**config.mk**
```make
export PLATFORM = sky130hd
export DESIGN_NAME = contadores_ajuste
export DESIGN_NICKNAME = d
export VERILOG_FILES = /design/src/rtl/contadores_ajuste_pkg.sv /design/src/rtl/contadores_ajuste_contador.sv /design/src/rtl/contadores_ajuste.sv
export SDC_FILE = /design/constraint.sdc
export NUM_CORES = 1
export LEC_CHECK = 0
export ABC_AREA = 0
export BUFFER_PORTS_ARGS = -buffer_cell sky130_fd_sc_hd__buf_2
export CORE_ASPECT_RATIO = 0.5
export CORE_MARGIN = 2
export CORE_UTILIZATION = 44
export DETAILED_ROUTE_END_ITERATION = 10
export PLACE_DENSITY = 0.66
export SETUP_SLACK_MARGIN = 0.4
export SYNTH_ARGS = -nofsm -noshare
export SYNTH_HDL_FRONTEND = slang
export SYNTH_SLANG_ARGS = --single-unit
export TNS_END_PERCENT = 1
```
**constraint.sdc**
```tcl
create_clock -name clk -period 4.5 [get_ports clk]
set_clock_uncertainty 0.05 [all_clocks]
set_input_delay 0.225 -clock clk [delete_from_list [all_inputs] [get_ports clk]]
set_output_delay 0.225 -clock clk [all_outputs]
set_load 0.02 [all_outputs]
```
**src/rtl/contadores_ajuste_pkg.sv**
```systemverilog
// Shared BCD field limits, cursor/group encodings and the days-per-month helper.
// Purely declarative: no state, no latency, no flow control.
package contadores_ajuste_pkg;

  localparam logic [7:0] HORA_MAX = 8'h23;
  localparam logic [7:0] MIN_MAX  = 8'h59;
  localparam logic [7:0] SEG_MAX  = 8'h59;
  localparam logic [7:0] DIA_MIN  = 8'h01;
  localparam logic [7:0] DIA_MAX  = 8'h31;
  localparam logic [7:0] MES_MIN  = 8'h01;
  localparam logic [7:0] MES_MAX  = 8'h12;
  localparam logic [7:0] YEAR_MAX = 8'h99;
  localparam logic [7:0] BCD_ZERO = 8'h00;

  typedef enum logic [1:0] {CUR_0 = 2'd0, CUR_1 = 2'd1, CUR_2 = 2'd2} cursor_t;
  typedef enum logic [1:0] {GRP_NONE = 2'd0, GRP_TIME = 2'd1, GRP_DATE = 2'd2} grp_t;

  // BCD year divisible by 4 <=> (2*tens + units) mod 4 == 0, only tens[0] and units[1:0] matter.
  function automatic logic [7:0] f_daymax(input logic [7:0] mes, input logic [7:0] year);
    logic [1:0] w_mod4;
    w_mod4 = {year[4], 1'b0} + year[1:0];
    case (mes)
      8'h04, 8'h06, 8'h09, 8'h11: f_daymax = 8'h30;
      8'h02:                      f_daymax = (w_mod4 == 2'b00) ? 8'h29 : 8'h28;
      default:                    f_daymax = 8'h31;
    endcase
  endfunction

endpackage

```
**src/rtl/contadores_ajuste_contador.sv**
```systemverilog
// One two-digit BCD field register with load, wrapping inc/dec and clamp to max.
// Update lands one cycle after the request; o_nxt exposes the value being written.
module contador_bcd
  import contadores_ajuste_pkg::*;
#(
  parameter int           N       = 8,
  parameter logic [N-1:0] RST_VAL = '0
) (
  input  logic         clk,
  input  logic         reset,
  input  logic         i_load,
  input  logic [N-1:0] i_load_val,
  input  logic         i_inc,
  input  logic         i_dec,
  input  logic         i_clamp,
  input  logic [N-1:0] i_min,
  input  logic [N-1:0] i_max,
  output logic [N-1:0] o_val,
  output logic [N-1:0] o_nxt
);

  localparam logic [N-5:0] HI_ONE  = (N-4)'(1);
  localparam logic [N-5:0] HI_NINE = (N-4)'(9);

  logic [N-1:0] r_val;
  logic [N-1:0] w_nxt;
  logic         w_legal;

  always_comb begin
    w_legal = (r_val[3:0] <= 4'd9) && (r_val[N-1:4] <= HI_NINE) &&
              (r_val >= i_min) && (r_val <= i_max);
    w_nxt   = r_val;
    // An illegal (e.g. loaded out-of-range) value snaps to min on either direction.
    if (i_load) begin
      w_nxt = i_load_val;
    end else if (i_inc) begin
      if (!w_legal || r_val == i_max)  w_nxt = i_min;
      else if (r_val[3:0] == 4'd9)     w_nxt = {r_val[N-1:4] + HI_ONE, 4'd0};
      else                             w_nxt = {r_val[N-1:4], r_val[3:0] + 4'd1};
    end else if (i_dec) begin
      if (!w_legal)                    w_nxt = i_min;
      else if (r_val == i_min)         w_nxt = i_max;
      else if (r_val[3:0] == 4'd0)     w_nxt = {r_val[N-1:4] - HI_ONE, 4'd9};
      else                             w_nxt = {r_val[N-1:4], r_val[3:0] - 4'd1};
    end else if (i_clamp && r_val > i_max) begin
      w_nxt = i_max;
    end
  end

  always_ff @(posedge clk or posedge reset) begin
    if (reset) r_val <= RST_VAL;
    else       r_val <= w_nxt;
  end

  assign o_val = r_val;
  assign o_nxt = w_nxt;

endmodule

```
**src/rtl/contadores_ajuste.sv**
```systemverilog
// Clock/date/timer field editor: button edges move a cursor and step BCD fields; fields update one cycle after the edge.
// Define DIAS_POR_MES_EN for month/leap-aware day limit with dia clamping; otherwise daymax is fixed at 31.
module contadores_ajuste
  import contadores_ajuste_pkg::*;
#(
  parameter int N = 8
) (
  input  logic         clk,
  input  logic         reset,
  input  logic         f1,
  input  logic         f2,
  input  logic         f3,
  input  logic         btn_up,
  input  logic         btn_down,
  input  logic         btn_left,
  input  logic         btn_right,
  input  logic         load,
  input  logic [N-1:0] rtc_hora,
  input  logic [N-1:0] rtc_min,
  input  logic [N-1:0] rtc_seg,
  input  logic [N-1:0] rtc_dia,
  input  logic [N-1:0] rtc_mes,
  input  logic [N-1:0] rtc_year,
  output logic [N-1:0] dato_hora,
  output logic [N-1:0] dato_min,
  output logic [N-1:0] dato_seg,
  output logic [N-1:0] dato_dia,
  output logic [N-1:0] dato_mes,
  output logic [N-1:0] dato_year,
  output logic [1:0]   cursor,
  output logic         cambio
);

  localparam int NF = 6;  // 0 hora, 1 min, 2 seg, 3 dia, 4 mes, 5 year

  grp_t          r_grp, w_grp;
  cursor_t       r_cursor, w_cursor_nxt;
  logic [3:0]    r_btn_q, w_btn, w_edge;
  logic          r_armed, r_cambio;
  logic          w_act, w_up, w_dn, w_left, w_right, w_chg;
  logic [2:0]    w_sel;
  logic [7:0]    w_daymax;
  logic [N-1:0]  w_min [NF];
  logic [N-1:0]  w_max [NF];
  logic [N-1:0]  w_rtc [NF];
  logic [N-1:0]  w_val [NF];
  logic [N-1:0]  w_nxt [NF];
  logic [NF-1:0] w_inc, w_dec, w_clamp;

  // r_armed blocks the first cycle after reset so a button held through reset never fires.
  assign w_btn   = {btn_up, btn_down, btn_left, btn_right};
  assign w_edge  = r_armed ? (w_btn & ~r_btn_q) : 4'b0000;
  assign w_grp   = (f1 | f3) ? GRP_TIME : (f2 ? GRP_DATE : GRP_NONE);
  assign w_act   = (w_grp != GRP_NONE) && (w_grp == r_grp) && !load;
  assign w_up    = w_act && w_edge[3] && !w_edge[2];
  assign w_dn    = w_act && w_edge[2] && !w_edge[3];
  assign w_left  = w_act && w_edge[1] && !w_edge[0];
  assign w_right = w_act && w_edge[0] && !w_edge[1];
  assign w_sel   = ((w_grp == GRP_DATE) ? 3'd3 : 3'd0) + {1'b0, r_cursor};

`ifdef DIAS_POR_MES_EN
  assign w_daymax = f_daymax(w_nxt[4][7:0], w_nxt[5][7:0]);
  assign w_clamp  = {2'b00, (|w_inc[5:4]) | (|w_dec[5:4]), 3'b000};
`else
  assign w_daymax = DIA_MAX;
  assign w_clamp  = '0;
`endif

  assign w_min = '{N'(BCD_ZERO), N'(BCD_ZERO), N'(BCD_ZERO), N'(DIA_MIN), N'(MES_MIN), N'(BCD_ZERO)};
  assign w_max = '{N'(HORA_MAX), N'(MIN_MAX), N'(SEG_MAX), N'(w_daymax), N'(MES_MAX), N'(YEAR_MAX)};
  assign w_rtc = '{rtc_hora, rtc_min, rtc_seg, rtc_dia, rtc_mes, rtc_year};

  always_comb begin
    w_inc = '0;
    w_dec = '0;
    if (w_up) w_inc[w_sel] = 1'b1;
    if (w_dn) w_dec[w_sel] = 1'b1;
  end

  always_comb begin
    w_cursor_nxt = r_cursor;
    if (w_grp != r_grp && w_grp != GRP_NONE) begin
      w_cursor_nxt = CUR_0;
    end else if (w_right) begin
      case (r_cursor)
        CUR_0:   w_cursor_nxt = CUR_1;
        CUR_1:   w_cursor_nxt = CUR_2;
        default: w_cursor_nxt = CUR_0;
      endcase
    end else if (w_left) begin
      case (r_cursor)
        CUR_0:   w_cursor_nxt = CUR_2;
        CUR_2:   w_cursor_nxt = CUR_1;
        default: w_cursor_nxt = CUR_0;
      endcase
    end
  end

  always_comb begin
    w_chg = 1'b0;
    for (int i = 0; i < NF; i++) begin
      if (w_nxt[i] != w_val[i]) w_chg = 1'b1;
    end
  end

  for (genvar g = 0; g < NF; g++) begin : g_campo
    contador_bcd #(
      .N       (N),
      .RST_VAL ((g == 3 || g == 4) ? N'(DIA_MIN) : N'(BCD_ZERO))
    ) u_campo (
      .clk        (clk),
      .reset      (reset),
      .i_load     (load),
      .i_load_val (w_rtc[g]),
      .i_inc      (w_inc[g]),
      .i_dec      (w_dec[g]),
      .i_clamp    (w_clamp[g]),
      .i_min      (w_min[g]),
      .i_max      (w_max[g]),
      .o_val      (w_val[g]),
      .o_nxt      (w_nxt[g])
    );
  end

  always_ff @(posedge clk or posedge reset) begin
    if (reset) begin
      r_btn_q  <= 4'b0000;
      r_armed  <= 1'b0;
      r_grp    <= GRP_NONE;
      r_cursor <= CUR_0;
      r_cambio <= 1'b0;
    end else begin
      r_btn_q  <= w_btn;
      r_armed  <= 1'b1;
      r_grp    <= w_grp;
      r_cursor <= w_cursor_nxt;
      r_cambio <= w_chg && !load;
    end
  end

  assign dato_hora = w_val[0];
  assign dato_min  = w_val[1];
  assign dato_seg  = w_val[2];
  assign dato_dia  = w_val[3];
  assign dato_mes  = w_val[4];
  assign dato_year = w_val[5];
  assign cursor    = r_cursor;
  assign cambio    = r_cambio;

endmodule

```
==> impl_metrics.ini <==
[outcome]
status = finished clean

[finish]
multiInputGateArea_mm2 = 0.00546
areaGrowthSynthToFinish_pct = 16.3
num_antenna_cells = 0
final_layout_size_suffix_gt1_share_pct = 19.6
final_nets = 1187
stdcell_area_mm2 = 0.00857
fill_cells = 1702
seqCellArea_mm2 = 0.00146

[sta]
period_minus_slack_ns = 3.93
drv_slew = 0
whs_ns = 0.0544
setup_ws_ns = 0.566
fin_tns_setup_ns = 0
hold_viol = 0
finalCritPeriodShare_pct = 87.4
relSlewSlack_pct = 25.5
clock.fmax_mhz = 254
rsz0062_at_grt = no
tightest_slew_ns = 1.11
finalSetupViolCount = 0

[critical_path]
worst_r2r_startpoint = g_campo[1].u_campo.o_val[1]
critPathArrivalTime_ns = 4.10
crit_path_start_kind = register
r2r_cells = 11
crit_fanout = 6
rrSetupSlack_ns = 0.57
reg2reg_to = cambio
end_kind = register
path_class = register to register
required_ns = 4.66

[route]
drt-met1-wl_um = 15400
routed_wl_um = 33500
drcViolationCount = 0
routedWlPerCell_um = 25.2
drt-initial-drc-count = 1336
vias = 8920
vias_per_cell = 6.71
wl_met3_um = 4870
drtPass1Iterations = 8
top_layer = met4
wl_met2_um = 12800
ant_nets = 0

[synthesis]
yosys.area.top_type_share_pct = 19.0
ys_ff_latch = 58
syn_nets = 1091
synth-edff-count = 0
syn_inst = 1001
synth.cell_area_mm2 = 0.00738
synth_ff_type = dfrtp_1
ys_seq_area_share_pct = 19.7
synthArstFlopShare_pct = 100
synth.area.top_cells = dfrtp_1, ha_1, o21ai_0
synth_cell_types = 95
yosysTopAreaCell = dfrtp_1
syn_area_per_cell_um2 = 7.37
yosys_warnings = 0

[global_route]
grtUsageTotal_pct = 37.9
grt_pass1_vias = 8006
grt_pass1_wl_um = 50300
grt_max_degree = 52
grt_overflow = 0
antenna_found_initial = 0

[placed_design]
place_area_mm2 = 0.00821
hpwl_um = 26400
gp_congestion = 1.05
port_buffers = 108
dp_slack_ns = 0.277

[clocking]
h-tree-depth = 3
ctsRootBufferMaster = clkbuf_16
clockBufferDepth = 2
clk_pin_slew_worst_paths_ns = 0.06
cts_tree = yes
clk_latency_ns = 0.35
cts_buffers = 9
clock-sinks = 58

[pwr]
leakagePower_nw = 3.44
power_density_mw_per_mm2 = 264
ir_drop_mv = 0.175

[worst_hold_path]
hold_end = g_campo[2].u_campo.o_val[7]
hold_path.class = input port to register
whs_path_depth = 3
worstHoldStart = rtc_seg[7]

[floorplanning]
rows = 33
dieArea_mm2 = 0.0179
core_mm2 = 0.0164
dieHeight_um = 95.6
io_pins = 109
start_util_pct = 45.0
die-width_um = 187

[flow_run]
drv_cap = 0
## how the worst max path moves through the flow
stage,from,to,depth (start not counted)
2_1_floorplan,f3,cambio,17
3_3_place_gp,f3,cambio,13
3_5_place_dp,f3,cambio,13
4_1_cts,cursor[1],cambio,11
5_1_grt,g_campo[1].u_campo.o_val[1],cambio,11
6_report,g_campo[1].u_campo.o_val[1],cambio,11
## metrics by stage
step / utilization [%] / total power [mW] / std cells
CTS: 52.2 / 2.24 / 1329
global route: 52.3 / 2.38 / 1329
global placement: 50.1 / 1.52 / 1308
finish: 52.3 / 2.27 / 1329
detailed placement: 50.1 / 1.52 / 1308
floorplan: - / 1.21 / 1001
## cells by family after synthesis
logic type	count (synthesis)	share of synthesized area, %
buf+inv	115	6.50
mux	19	2.77
fa+ha+maj	32	5.43
compound gates	315	29.3
other cells	1	0.0508
simple gates	403	29.2
xor+xnor	58	6.99
flops	58	19.7
## synth_stat cells, drive strengths merged (14+ instances only)
cell type	instances
a31oi	20
inv	43
dfrtp	56
nor2b	14
nand3	33
a21oi	53
ha	32
nand2b	17
clkbuf	56
nor2	66
nor4	32
o21ai	73
a211oi	19
xnor2	37
nand2	93
o22ai	15
nor3	50
buf	15
nand4	18
xor2	21
## worst max-delay path, cell delays in order, from the launching register on
cell	delay (ns)
dfrtp_1	0.47
inv_1	0.20
ha_1	0.26
nand3b_1	0.28
o311a_1	0.43
nor2_1	0.21
mux2i_2	0.33
o221ai_1	0.14
or4b_1	0.54
or4_1	0.53
nor4_1	0.23
a41oi_1	0.14
## power breakdown
group,leakage [nW],internal (mW),switching [mW],total [mW]
sequential,0.677,0.566,0.131,0.697
combinational,2.63,0.307,0.549,0.857
clock,0.133,0.426,0.287,0.713
total,3.44,1.30,0.968,2.27
## layer usage
layer	global-route usage, %	up-vias
met5	0	-
met2	51.1	646
li1	-	3964
met3	14.4	56
met4	5.89	0
met1	56.6	4254
## final cells by class
cell class / instances / area share (%)
clock inverter: 7 / 0.817
tap: 227 / 3.31
clock buffer: 9 / 2.63
multi-input combinational: 828 / 63.7
inverter: 44 / 1.96
timing repair buffer: 156 / 10.7
sequential: 58 / 17.0
## placed cells by master (no fill, tap or decap), drive strengths merged, types with 11 or more instances in the layout
cell type / count
xnor2: 37
o22ai: 15
buf: 151
nor4: 32
nand2b: 17
xor2: 21
inv: 43
nand4: 18
a31oi: 20
a21o: 11
o21ai: 73
a211oi: 19
nor3: 50
dfrtp: 56
nor2b: 14
mux2i: 11
nor2: 66
ha: 32
o211ai: 12
nand2: 93
nand3: 33
a21oi: 53
o31ai: 13
## state kept, by name, summed over array words and instances, names as in the netlist
register	flops
r_btn_q	4
g_campo.u_campo.o_val	48
r_grp	2
r_armed	1
cambio	1
cursor	2
## what timing repair did
item / in CTS / in global routing
setup endpoints to repair: 0 / 1
hold buffers: 5 / 0
resized for setup: 0 / 5
setup buffers: 0 / 0
hold endpoints to repair: 11 / 0
Power figures use the tool's default switching activity.
